## src/rtl/run_step_controller.sv

```systemverilog
// Processor run/step controller: gates the core clock-enable for limit, single-step and free runs.
// Every output is registered; stop priority is halt_req > cpu_halted > limit.
module run_step_controller #(
   parameter int CNT_W         = 16,
   parameter int DEFAULT_LIMIT = 7
) (
   input  logic             clk,
   input  logic             rst,
   input  logic             start,
   input  logic [1:0]       mode,
   input  logic [CNT_W-1:0] limit,
   input  logic             step,
   input  logic             halt_req,
   input  logic             cpu_halted,
   output logic             run_en,
   output logic [CNT_W-1:0] cycle_cnt,
   output logic             busy,
   output logic             done,
   output logic [1:0]       stop_cause
);

   typedef enum logic [1:0] {
      S_IDLE      = 2'b00,
      S_RUN       = 2'b01,
      S_STEP_WAIT = 2'b10,
      S_DONE      = 2'b11
   } state_t;

   localparam logic [1:0]       CAUSE_NONE  = 2'b00;
   localparam logic [1:0]       CAUSE_LIMIT = 2'b01;
   localparam logic [1:0]       CAUSE_CPU   = 2'b10;
   localparam logic [1:0]       CAUSE_ABORT = 2'b11;
   localparam logic [CNT_W-1:0] ONE         = {{(CNT_W-1){1'b0}}, 1'b1};

   state_t           state_q, state_d;
   logic             run_en_q, run_en_d;
   logic             busy_q, busy_d;
   logic             done_q, done_d;
   logic [1:0]       cause_q, cause_d;
   logic [CNT_W-1:0] cnt_q, cnt_d;
   logic [CNT_W-1:0] limit_q, limit_d;
   logic             free_q, free_d;
   logic [CNT_W-1:0] limit_eff;
   logic             last_cycle;

   assign limit_eff  = (limit == '0) ? CNT_W'(DEFAULT_LIMIT) : limit;
   // Current enabled cycle is the L-th one of a limit run.
   assign last_cycle = (cnt_q == (limit_q - ONE));

   always_comb begin
      state_d  = state_q;
      run_en_d = 1'b0;
      cause_d  = cause_q;
      limit_d  = limit_q;
      free_d   = free_q;
      cnt_d    = cnt_q;
      if (run_en_q && (cnt_q != '1)) begin
         cnt_d = cnt_q + ONE;
      end

      case (state_q)
         S_IDLE, S_DONE: begin
            if (start) begin
               free_d  = (mode == 2'b10);
               limit_d = limit_eff;
               cnt_d   = '0;
               cause_d = CAUSE_NONE;
               if (mode == 2'b01) begin
                  state_d = S_STEP_WAIT;
               end else begin
                  state_d  = S_RUN;
                  run_en_d = 1'b1;
               end
            end
         end
         S_RUN: begin
            if (halt_req) begin
               state_d = S_DONE;
               cause_d = CAUSE_ABORT;
            end else if (run_en_q && cpu_halted) begin
               state_d = S_DONE;
               cause_d = CAUSE_CPU;
            end else if (!free_q && last_cycle) begin
               state_d = S_DONE;
               cause_d = CAUSE_LIMIT;
            end else begin
               run_en_d = 1'b1;
            end
         end
         S_STEP_WAIT: begin
            if (halt_req) begin
               state_d = S_DONE;
               cause_d = CAUSE_ABORT;
            end else if (run_en_q && cpu_halted) begin
               state_d = S_DONE;
               cause_d = CAUSE_CPU;
            end else begin
               // A step arriving during an enabled cycle is dropped, not queued.
               run_en_d = step && !run_en_q;
            end
         end
         default: state_d = S_IDLE;
      endcase

      busy_d = (state_d == S_RUN) || (state_d == S_STEP_WAIT);
      done_d = (state_d == S_DONE);
   end

   always_ff @(posedge clk) begin
      if (rst) begin
         state_q  <= S_IDLE;
         run_en_q <= 1'b0;
         busy_q   <= 1'b0;
         done_q   <= 1'b0;
         cause_q  <= CAUSE_NONE;
         cnt_q    <= '0;
         limit_q  <= '0;
         free_q   <= 1'b0;
      end else begin
         state_q  <= state_d;
         run_en_q <= run_en_d;
         busy_q   <= busy_d;
         done_q   <= done_d;
         cause_q  <= cause_d;
         cnt_q    <= cnt_d;
         limit_q  <= limit_d;
         free_q   <= free_d;
      end
   end

   assign run_en     = run_en_q;
   assign cycle_cnt  = cnt_q;
   assign busy       = busy_q;
   assign done       = done_q;
   assign stop_cause = cause_q;

endmodule

```

## config.mk

```make
export PLATFORM = sky130hd
export DESIGN_NAME = run_step_controller
export DESIGN_NICKNAME = d
export VERILOG_FILES = /design/src/rtl/run_step_controller.sv
export SDC_FILE = /design/constraint.sdc
export NUM_CORES = 1
export LEC_CHECK = 0
export BUFFER_PORTS_ARGS = -buffer_cell sky130_fd_sc_hd__clkbuf_2
export CAP_MARGIN = 20
export CORE_ASPECT_RATIO = 0.9
export CORE_UTILIZATION = 52
export CTS_CLUSTER_DIAMETER = 50
export DETAILED_ROUTE_END_ITERATION = 12
export MAX_ROUTING_LAYER = met4
export PLACE_DENSITY = 0.76
export SLEW_MARGIN = 15
export SYNTH_ARGS = -nofsm -noshare
export SYNTH_HDL_FRONTEND = slang
export SYNTH_SLANG_ARGS = --single-unit
```

## constraint.sdc

```tcl
create_clock -name clk -period 4.07 [get_ports clk]
set_clock_uncertainty 0.2 [all_clocks]
set_input_delay 0.6105 -clock clk [delete_from_list [all_inputs] [get_ports clk]]
set_output_delay 0.6105 -clock clk [all_outputs]
set_load 0.02 [all_outputs]
```

==> Word-level counts from Yosys, hierarchy flattened <==
Cells that the tools add are included.
{ "word_totals": {"ff_bits": 40, "word_cells": 62} }
{ "classes": {"n_addsub": 2, "n_eq_ne": 13, "n_mux": 27, "reduce_logical": 12} }
{ "op_table": {"columns": ["operator", "count"], "rows": [
  ["two-way mux 16 bit", 4],
  ["two-way mux 2 bit", 13],
  ["adder 16 x 1 -> 16 bit, second input constant", 1],
  ["equality test 16 bit", 1],
  ["zero test 16 bit", 1],
  ["inequality test 16 bit, second input constant", 1],
  ["subtractor 16 x 1 -> 16 bit, second input constant", 1],
  ["one-hot mux 2 bit (3 select lines)", 2],
  ["equality test 2 bit, second input constant", 5],
  ["two-way mux 1 bit", 7],
  ["equality test 2 x 1 -> 1 bit, second input constant", 3],
  ["logical AND 1 bit", 4],
  ["inequality test 4 bit, second input constant", 1],
  ["inequality test 3 bit, second input constant", 1],
  ["one-hot mux 1 bit (3 select lines)", 1],
  ["AND reduction 3 bit", 1],
  ["zero test 1 bit", 2],
  ["zero test 2 bit", 1],
  ["inequality test 2 bit, second input constant", 1],
  ["AND reduction 2 bit", 1],
  ["OR reduction 2 bit", 1],
  ["logical OR 1 bit", 1]
]} }

==> Logic depth before layout (Yosys ltp) <==
{ "depth": {"ltp_word": 9, "depth_mapped": 11, "ltp_nobuf": 11} }

==> Worst setup path before layout <==
Ideal clock, no wire load.
{ "synth_timing": {"kind": "flip-flop to flip-flop", "startpoint": "register limit_q[2]", "endpoint": "register busy_q (netlist: busy)", "setup_ns": 0.128, "arrival_time_ns": 2.665, "slack_ns": 1.077, "stages_incl_launch_ff": 11, "n_path_buf": 2, "period_less_slack_ns": 2.993, "path_cell_list": "dfxtp_1 > buf_6 > or4_1 > buf_2 > or4b_1 > a31oi_1 > o2111ai_2 > nor4b_4 > o31a_1 > ha_1 > nor2b_1"} }
{ "synth_between": {"elab_chain_cells": 9, "elab_cells_between_ends": 10, "classes_between": "1 x add/sub; 3 x eq/ne; 4 x mux; 2 x reduce/logical"} }
{ "synth_lines": {"columns": ["element", "line_no", "rtl"], "rows": [
  ["start: declaration", "41", "logic [CNT_W-1:0] limit_q, limit_d;"],
  ["start signal: assignment", "126", "limit_q <= limit_d;"],
  ["subtractor 16 x 1 -> 16 bit *", "48", "assign last_cycle = (cnt_q == (limit_q - ONE));"],
  ["equality test 16 bit *", "48", null],
  ["logical AND 1 bit *", "83", "end else if (!free_q && last_cycle) begin"],
  ["two-way mux 2 bit *", "83", null],
  ["two-way mux 2 bit *", "80", "end else if (run_en_q && cpu_halted) begin"],
  ["two-way mux 2 bit *", "77", "if (halt_req) begin"],
  ["one-hot mux 2 bit (3 select lines) *", "61", "case (state_q)"],
  ["via state_d[0]", "35", "state_t state_q, state_d;"],
  ["equality test 2 x 1 -> 1 bit / equality test 2 bit (equally long branches)", "105", "busy_d = (state_d == S_RUN) || (state_d == S_STEP_WAIT);"],
  ["logical OR 1 bit *", "105", null],
  ["via busy_d", "37", "logic busy_q, busy_d;"],
  ["end signal: assignment", "122", "busy_q <= busy_d;"],
  ["end: declaration", "37", null]
]} }
The timed path passes the listed nets; every way through them passes the cells marked *.
A chain may end at the register's enable or synchronous reset.

==> Worst setup path in the final report <==
{ "layout_timing": {"startpoint": "register limit_q[0]", "endpoint": "register busy_q (netlist: busy)"} }
The elaborated chain is that of the path after synthesis.

==> results.toml <==
[clock_tree]
post_cts_buffers = 0
path_clk_slew_ns = 0.07
cts_root_buffer = "clkbuf_8"
cts.htree.levels = 2
post_cts_resize_count = 0
cts.path.max_buffers = 2
cts_buffers = 5
clock_sinks = 40
cts_tree = "yes"
hold_buffers = 0
clk-insertion-delay-late_ns = 0.29

[pwr]
max-vdd-ir-drop_mv = 0.3299
finalPower_mw = 1.557
swShare_pct = 40.71
power_frac_clock_pct = 17.9
combPwrFrac_pct = 47.1
power.density_nw_per_um2 = 588.9
intPower_uw = 923.0
p_seq_share_pct = 35.0
p_sw_uw = 633.9
p_leak_nw = 0.9946

[cells_and_area]
layout_commonest_cell = "clkbuf_2"
areaGrowthSynthToFinish_pct = 13.60
diodes = 0
layout-drive-gt1-share_pct = 20.59
final_cell_mix = "44 x clkbuf_2, 40 x dfxtp_1, 26 x xnor2_1"
num-nets-final = 335
nFillCells = 382
final_area_um2 = 2644

[placed_design]
gp_congestion = 0.8912
post_dp_cell_area_um2 = 2547
io_buffers = 44
dp_hpwl_um = 4279

[route]
dr_total_vias = 2186
drtPass1Iterations = 4
drtIter0Drc = 134
post-route-drc-count = 0
viasPerCell = 5.973
routedWlPerCell_um = 15.46
routed_wl_um = 5657
antenna_left = 0

[global_routing]
grt_max_degree = 18
grtUsageTotal_pct = 26.41
grt-ovfl-total = 0
antenna_found_initial = 0
grt_pass1_wl_um = 9294
grt_pass1_vias = 1926

[synth]
yosysWarnings = 0
synth_nets = 299
synth.distinct_cells = 53
synth_flop_cell = "dfxtp_1"
synthCells = 270
async_reset_ff_share_pct = 0
synth-edff-count = 0
seq_area_frac_synth_pct = 34.41
postSynthAreaPerCell_um2 = 8.619
syn_area_um2 = 2327
ys_seq_elements = 40

[critical_path]
critPathMaxFanout = 7
cp-start-kind = "flop"
critPathArrivalTime_ns = 3.27
cp_data_required_time_ns = 4.04
critPathKind = "flop to flop"
end_kind = "flop"

[timing]
finalSetupViolations = 0
clock.fmax_ghz = 0.3035
post-route-period-util_pct = 80.94
worst_pin_slew_ns = 0.8310
maxSlewHeadroom_pct = 44.39
tns_ns = 0
fin_crit_ns = 3.294
hold_viol_final = 0
rsz0062_at_grt = "no"
maxSlewViolCount = 0

[die]
die_h_um = 65.47
floorplan.die.width_um = 72.52
core_area_um2 = 4184
ios = 45
dieArea_um2 = 4747
start_util_pct = 55.62
rows = 22

[outcome]
status = "finished, final reports clean"

[min_path]
worst_hold_path_type = "flop to flop"

[run]
cap_violations = 0
synth_stat cells, drive strengths merged (2+ instances only):
cell,count,area (µm²)
nand2b,3,18.77
buf,5,37.53
inv,8,30.03
a21oi,8,40.04
nor3,12,60.06
nand2,20,75.07
or3,3,18.77
and3,4,25.02
o2111ai,2,23.77
xor2,8,70.07
and4,2,17.52
xnor2,26,227.7
nor4,15,112.6
a22oi,2,15.01
o22ai,2,12.51
nor3b,2,15.01
nor2b,2,12.51
ha,5,62.56
nor4b,2,32.53
a22o,10,87.58
or4,4,33.78
or4b,2,20.02
a31oi,5,31.28
nand4,8,50.05
nor2,25,93.84
nand3,7,35.03
o311a,2,20.02
o21ai,5,25.02
dfxtp,40,800.8
clkbuf,10,37.54
o31a,4,35.03
o221a,3,33.78
layout make-up:
cell class	count	area, µm²	share of cell area, %
flip-flops and latches	40	800.8	30.29
well taps	60	75.07	2.840
inverters	9	33.78	1.278
multi-input cells	206	1418	53.62
repair buffers	44	220.2	8.329
clock buffers	7	96.34	3.644
logic make-up (layout without fill, tap and decap cells):
kind of cell	count (synthesis)	in the layout	synth area share [%]
adders and majority gates	5	5	2.688
AOI/OAI and AO/OA	52	52	17.37
DFF	40	40	34.41
xor gates and xnor gates	34	34	12.80
buffers and inverters	24	60	4.677
muxes	1	1	0.4301
and+or+nand+nor	114	114	27.63
power by group through the flow:
stage / Sequential, mW / Clock [mW] / Combinational, mW
finish: 0.545 / 0.279 / 0.733
CTS: 0.543 / 0.283 / 0.722
floorplan: 0.532 / 0 / 0.586
detailed placement: 0.552 / 0 / 0.712
global route: 0.555 / 0.302 / 0.811
global placement: 0.549 / 0 / 0.699
worst paths after layout:
check,startpoint,end,slack (ns),cells after the start
max,limit_q[0],busy,0.78,10
min,free_q,free_q,0.30,2
max reg2reg,limit_q[0],busy,0.78,10
min reg2reg,free_q,free_q,0.30,2
through the flow:
step / worst slack [ns] / hold WS (ns) / util (%) / instances
2_1_floorplan: 1.077 / 0.2326 / - / 270
3_3_place_gp: 0.9424 / 0.2719 / 60.89 / 359
3_5_place_dp: 0.8460 / 0.2779 / 60.89 / 359
4_1_cts: 0.8209 / 0.2890 / 63.19 / 366
5_1_grt: 0.5166 / 0.3214 / 63.19 / 366
6_report: 0.7756 / 0.2959 / 63.19 / 366
worst max-delay path, cell delays in order (launching register included):
cell and delay, ns:
dfxtp_1 0.37, inv_1 0.08, ha_1 0.25, nor3b_1 0.64, a31oi_1 0.23, nor4_2 0.30
o2111ai_2 0.24, nor4b_4 0.33, o31a_1 0.18, ha_1 0.23, nor2b_1 0.13
sequential cells by signal, summed over array words and instances, names as in the netlist:
register	flops
cycle_cnt	16
limit_q	16
state_q	2
stop_cause	2
busy	1
done	1
free_q	1
run_en	1
metal layers:
metal | part of all wire (%) | track usage [%] | routed length [µm]
met1 | 49 | 37.80 | 2772
met2 | 42 | 36.80 | 2392
met3 | 7.1 | 4.908 | 401
met4 | 1.6 | 9.559 | 91
met5 | 0 | - | 0
Note: power is estimated with default switching activity, not from simulation.
